## config.mk

```make
export PLATFORM = sky130hd
export DESIGN_NAME = enc_out_seq
export DESIGN_NICKNAME = d
export VERILOG_FILES = /design/src/rtl/pim_pkg.sv /design/src/rtl/enc_word_packer.sv /design/src/rtl/enc_out_seq.sv
export SDC_FILE = /design/constraint.sdc
export NUM_CORES = 1
export LEC_CHECK = 0
export CAP_MARGIN = 20
export CORE_UTILIZATION = 40
export CTS_BUF_LIST = sky130_fd_sc_hd__clkbuf_4 sky130_fd_sc_hd__clkbuf_8 sky130_fd_sc_hd__clkbuf_16
export DETAILED_ROUTE_END_ITERATION = 8
export DONT_BUFFER_PORTS = 1
export GPL_ROUTABILITY_DRIVEN = 0
export SLEW_MARGIN = 20
export SYNTH_ARGS = -nofsm -noshare
export SYNTH_HDL_FRONTEND = slang
export SYNTH_SLANG_ARGS = --single-unit
```

## constraint.sdc

```tcl
create_clock -name clk_i -period 1.9 [get_ports clk_i]
set_input_delay 0.19 -clock clk_i [delete_from_list [all_inputs] [get_ports clk_i]]
set_output_delay 0.19 -clock clk_i [all_outputs]
set_load 0.01 [all_outputs]
```

## src/rtl/pim_pkg.sv

```systemverilog
// Shared PIM definitions: operating modes, output-sequencer states and encoder lane geometry.
// Pure declarations; no latency or backpressure of its own.
package pim_pkg;

    localparam int NUM_LANES = 4;
    localparam int ENC_W     = 4;
    localparam int HALF_W    = NUM_LANES * ENC_W;

    typedef enum logic [2:0] {
        PIM_OFF      = 3'b000,
        PIM_PARALLEL = 3'b101,
        PIM_RBR      = 3'b110
    } pim_mode_e;

    typedef enum logic [2:0] {
        ST_IDLE,
        ST_REQ,
        ST_WAIT_ENC,
        ST_OUT,
        ST_DONE
    } enc_seq_state_e;

    function automatic logic mode_legal(input logic [2:0] m);
        return (m == PIM_PARALLEL) || (m == PIM_RBR);
    endfunction

endpackage

```

## src/rtl/enc_word_packer.sv

```systemverilog
// Packs two 16-bit encoder half-words into one 32-bit word; clear wins over capture.
// Registered, one cycle from capture to word_o; no backpressure (caller sequences it).
module enc_word_packer
    import pim_pkg::*;
(
    input  logic                  clk_i,
    input  logic                  rst_ni,
    input  logic                  cap_i,
    input  logic                  clr_i,
    input  logic                  hi_i,
    input  logic [HALF_W-1:0]     half_i,
    output logic [2*HALF_W-1:0]   word_o
);

    logic [2*HALF_W-1:0] word_q, word_d;

    always_comb begin
        word_d = word_q;
        if (clr_i) begin
            word_d = '0;
        end else if (cap_i) begin
            if (hi_i) begin
                word_d[2*HALF_W-1:HALF_W] = half_i;
            end else begin
                word_d[HALF_W-1:0] = half_i;
            end
        end
    end

    always_ff @(posedge clk_i or negedge rst_ni) begin
        if (!rst_ni) begin
            word_q <= '0;
        end else begin
            word_q <= word_d;
        end
    end

    assign word_o = word_q;

endmodule

```

## src/rtl/enc_out_seq.sv

```systemverilog
// Sequences eFlash reads through the output encoder and streams two reads per 32-bit word.
// Capture ENC_LAT cycles after each ack; word held on valid_o until ready_i, abort wins over all.
module enc_out_seq
    import pim_pkg::*;
#(
    parameter int ENC_LAT  = 1,
    parameter int RD_CNT_W = 4
) (
    input  logic                clk_i,
    input  logic                rst_ni,
    input  logic                start_i,
    input  logic [2:0]          pim_mode_i,
    input  logic [RD_CNT_W-1:0] num_reads_i,
    input  logic                abort_i,
    output logic                eflash_req_o,
    input  logic                eflash_ack_i,
    output logic [2:0]          enc_mode_o,
    input  logic [15:0]         enc_out_i,
    output logic [31:0]         data_o,
    output logic                valid_o,
    input  logic                ready_i,
    output logic                busy_o,
    output logic                done_o,
    output logic                err_o
);

    localparam logic [1:0] LAT_INIT = 2'(ENC_LAT - 1);

    enc_seq_state_e      state_q, state_d;
    logic [2:0]          mode_q, mode_d;
    logic [RD_CNT_W-1:0] cnt_q, cnt_d;
    logic [RD_CNT_W-1:0] idx_q, idx_d, idx_inc;
    logic [1:0]          lat_q, lat_d;
    logic                err_q, err_d;
    logic                cap, clr;
    logic [31:0]         word;

    assign idx_inc = idx_q + RD_CNT_W'(1);

    always_comb begin
        state_d = state_q;
        mode_d  = mode_q;
        cnt_d   = cnt_q;
        idx_d   = idx_q;
        lat_d   = lat_q;
        err_d   = 1'b0;
        cap     = 1'b0;
        clr     = 1'b0;
        unique case (state_q)
            ST_IDLE: begin
                if (start_i) begin
                    if (mode_legal(pim_mode_i) && (num_reads_i != '0)) begin
                        mode_d  = pim_mode_i;
                        cnt_d   = num_reads_i;
                        idx_d   = '0;
                        clr     = 1'b1;
                        state_d = ST_REQ;
                    end else begin
                        err_d = 1'b1;
                    end
                end
            end
            ST_REQ: begin
                if (eflash_ack_i) begin
                    lat_d   = LAT_INIT;
                    state_d = ST_WAIT_ENC;
                end
            end
            ST_WAIT_ENC: begin
                if (lat_q == '0) begin
                    cap     = 1'b1;
                    idx_d   = idx_inc;
                    // A full word (even index) or the last read flushes to the host.
                    state_d = (!idx_inc[0] || (idx_inc == cnt_q)) ? ST_OUT : ST_REQ;
                end else begin
                    lat_d = lat_q - 2'd1;
                end
            end
            ST_OUT: begin
                if (ready_i) begin
                    clr     = 1'b1;
                    state_d = (idx_q == cnt_q) ? ST_DONE : ST_REQ;
                end
            end
            ST_DONE: state_d = ST_IDLE;
            default: state_d = ST_IDLE;
        endcase
        if (abort_i) begin
            state_d = ST_IDLE;
            mode_d  = '0;
            cnt_d   = '0;
            idx_d   = '0;
            lat_d   = '0;
            err_d   = 1'b0;
            cap     = 1'b0;
            clr     = 1'b1;
        end
    end

    always_ff @(posedge clk_i or negedge rst_ni) begin
        if (!rst_ni) begin
            state_q <= ST_IDLE;
            mode_q  <= '0;
            cnt_q   <= '0;
            idx_q   <= '0;
            lat_q   <= '0;
            err_q   <= 1'b0;
        end else begin
            state_q <= state_d;
            mode_q  <= mode_d;
            cnt_q   <= cnt_d;
            idx_q   <= idx_d;
            lat_q   <= lat_d;
            err_q   <= err_d;
        end
    end

    enc_word_packer u_packer (
        .clk_i  (clk_i),
        .rst_ni (rst_ni),
        .cap_i  (cap),
        .clr_i  (clr),
        .hi_i   (idx_q[0]),
        .half_i (enc_out_i),
        .word_o (word)
    );

    assign eflash_req_o = (state_q == ST_REQ);
    assign valid_o      = (state_q == ST_OUT);
    assign data_o       = valid_o ? word : '0;
    assign busy_o       = (state_q != ST_IDLE);
    assign done_o       = (state_q == ST_DONE);
    assign err_o        = err_q;
    assign enc_mode_o   = busy_o ? mode_q : 3'b000;

endmodule

```

==> flow_summary.json <==
{
  "path_max_fanout": 34,
  "p_total_mw": 2.05,
  "setup_viol": 0,
  "pwr-share-clk_pct": 30.4,
  "final_nets": 343,
  "path_clk_slew_ns": 0.10,
  "grt_pass1_wl_mm": 9.34,
  "irDropWorstVdd_mv": 0.431,
  "route.detailed.wl_per_inst_um": 15.1,
  "slowest_delay_ns": 0.41,
  "max-cap-violations": 0,
  "ys_seq_elements": 49,
  "cts_setup_buffers": 0,
  "fill_cells": 604,
  "p_sw_mw": 0.571,
  "synth_edf_count": 0,
  "end_kind": "output port",
  "io_buffers": 0,
  "clock_skew_ns": 0.00674,
  "crit-reg2reg-launch": "lat_q[0]",
  "crit_family": "simple AND/OR/NAND/NOR gates",
  "synthFlopType": "dfrtp_1",
  "slew_headroom_pct": 70.5,
  "fin_ws_ns": 0.123,
  "avgSynthCellArea_um2": 8.88,
  "h-tree-depth": 2,
  "hold_class": "input pin to register",
  "worst_ep_required_time_ns": 1.71,
  "cts_inserted_buffers": 5,
  "placed_area_um2": 2690,
  "drive_above_1_share_pct": 11.2,
  "core_um2": 6030,
  "syn_to_final_growth_pct": 17.8,
  "regToRegSetupSlack_ns": 0.14,
  "die_area_um2": 6710,
  "pwr-share-comb_pct": 16.5,
  "synth_cell_types": 44,
  "drc": 0,
  "hold_depth": 2,
  "min_period_ns": 1.78,
  "p_per_area_nw_per_um2": 682,
  "crit_buf_inv": 2,
  "yosys_warnings": 0,
  "p_sw_share_pct": 27.8,
  "internal-power_mw": 1.48,
  "fin_crit_sh_pct": 93.5,
  "seq_area_um2": 1230,
  "drt_pass1_iterations": 4,
  "antenna_cells": 0,
  "grt_overflow": 0,
  "rsz0062_at_grt": "false",
  "fp-row-count": 28,
  "crit_type": "register to output port",
  "fin_tns_setup_ns": 0,
  "p_leak_nw": 1.34,
  "root_buffer": "clkbuf_8",
  "ys_async_sr_fraction_pct": 100,
  "reg2reg_depth": 6,
  "ant_nets": 0,
  "netlist_area_um2": 2560,
  "multi_input_area_um2": 1220,
  "fmax_mhz": 563,
  "mostFrequentLayoutCell": "nand2_1",
  "routed_wl_mm": 5.88,
  "io_pins": 69,
  "worst_slew_pin_slew_ns": 0.439,
  "final_area_um2": 3010,
  "cp_data_arrival_time_ns": 1.59,
  "hold_viol": 0,
  "die_w_um": 81.9,
  "syn_inst": 288,
  "clock_path_buffers": 2,
  "grt_usage_pct": 18.7,
  "clk_latency_ns": 0.30,
  "syn_nets": 319,
  "start_kind": "register",
  "min_from": "enc_out_i[3]",
  "dpl_worst_slack_ns": 0.149,
  "drt_iter0_drc": 142,
  "hold-path-endpoint": "u_packer.word_o[19]",
  "seqPwrFrac_pct": 53.1,
  "cts_tree": "built",
  "slowest_stage": "dfrtp_1",
  "fp.dieH_um": 81.9,
  "start_util_pct": 42.4,
  "grt_pass1_vias": 1951,
  "grt_max_degree": 50,
  "slew_violations": 0,
  "hpwl_mm": 3.91,
  "outcome": "complete, no violations",
  "vias": 2037,
  "fin_util_pct": 50.0,
  "cp_cell_sequence": "buf_4 > and3b_1 > buf_6 > and2_1",
  "via_per_inst": 5.25,
  "seq_area_frac_synth_pct": 48.0,
  "antenna_found_initial": 0,
  "clock_sinks": 49,
  "r2r-end": "lat_q[1]",
  "layout_common_cells": "nand2_1 (66), dfrtp_1 (48), a21oi_1 (38)"
}
-- what timing repair did --
item	4_1_cts	5_1_grt
endpoints found under the setup margin	0	39
hold buffers	18	2
endpoints found under the hold margin	80	2
resized for setup	0	4
-- cell usage after synthesis (2+ instances only) --
master	number	share of area, %
a21o_1	3	0.88
o21ai_0	2	0.39
or3_1	2	0.49
ha_1	2	0.98
clkbuf_1	11	1.6
a21oi_1	38	7.4
nor2b_1	2	0.49
nor3b_1	2	0.59
and3_1	2	0.49
buf_6	2	0.88
nor2_1	13	1.9
xor2_1	3	1.0
and2_1	32	7.8
xnor2_1	5	1.7
nor4_1	2	0.49
mux2i_1	7	2.7
nand2_1	66	9.7
buf_2	7	1.4
mux2_2	2	0.88
dfrtp_1	49	48
nand3_1	5	0.98
nand2b_1	2	0.49
nor3_1	3	0.59
inv_1	6	0.88
-- through the flow --
| stage | instances | hold WS (ns) |
|---|---|---|
| finish | 388 | 0.00886 |
| global route | 388 | 0.00224 |
| global placement | 360 | -0.105 |
| detailed placement | 360 | -0.105 |
| floorplan | 288 | -0.106 |
| CTS | 386 | 0.00143 |
-- sequential cells by signal (all words and copies together) (netlist names) --
name / count
cnt_q: 4
u_packer.word_o: 32
state_q: 3
lat_q: 2
mode_q: 3
idx_q: 4
err_o: 1
-- layout make-up --
type / count / share of cell area (%)
flip-flops and latches: 49 / 40.8
multi-input cells: 213 / 40.4
repair buffers: 37 / 12.0
well taps: 75 / 3.12
clock buffers: 5 / 2.29
inverters: 6 / 0.748
clock inverters: 3 / 0.706
-- metal layers --
layer,vias up,track usage [%],part of all wire (%)
met1,987,25.0,47
met4,0,6.84,0.68
met2,41,29.3,48
met5,-,0,0
met3,2,4.56,4.5
li1,1007,-,-
-- kinds of logic after synthesis --
kind of cell	share of synthesized area, %
buffers and inverters	4.75
flip-flops	48.0
adder cells (fa/ha/maj)	0.979
AND/OR/NAND/NOR	28.2
AO/OA/AOI/OAI	11.7
XOR/XNOR	2.74
multiplexers	3.62
-- worst max path at each step --
stage	start	endpoint	slack [ns]	cells after the start
final	state_q[2]	data_o[11]	0.12	4
after global routing	state_q[1]	enc_mode_o[0]	0.01	3
after CTS	state_q[2]	data_o[11]	0.06	4
after detailed placement	lat_q[0]	lat_q[1]	0.15	6
after global placement	state_q[2]	u_packer.word_o[4]	0.14	6
after floorplan	state_q[0]	u_packer.word_o[10]	0.02	7
-- power groups by stage --
| stage | Clock (mW) | Sequential [mW] | Combinational (mW) |
|---|---|---|---|
| finish | 0.625 | 1.09 | 0.339 |
| global route | 0.701 | 1.09 | 0.380 |
| CTS | 0.657 | 1.09 | 0.336 |
| detailed placement | 0 | 1.11 | 0.273 |
| global placement | 0 | 1.11 | 0.270 |
| floorplan | 0 | 1.11 | 0.206 |
No activity file was read; power rests on OpenSTA's default activity.
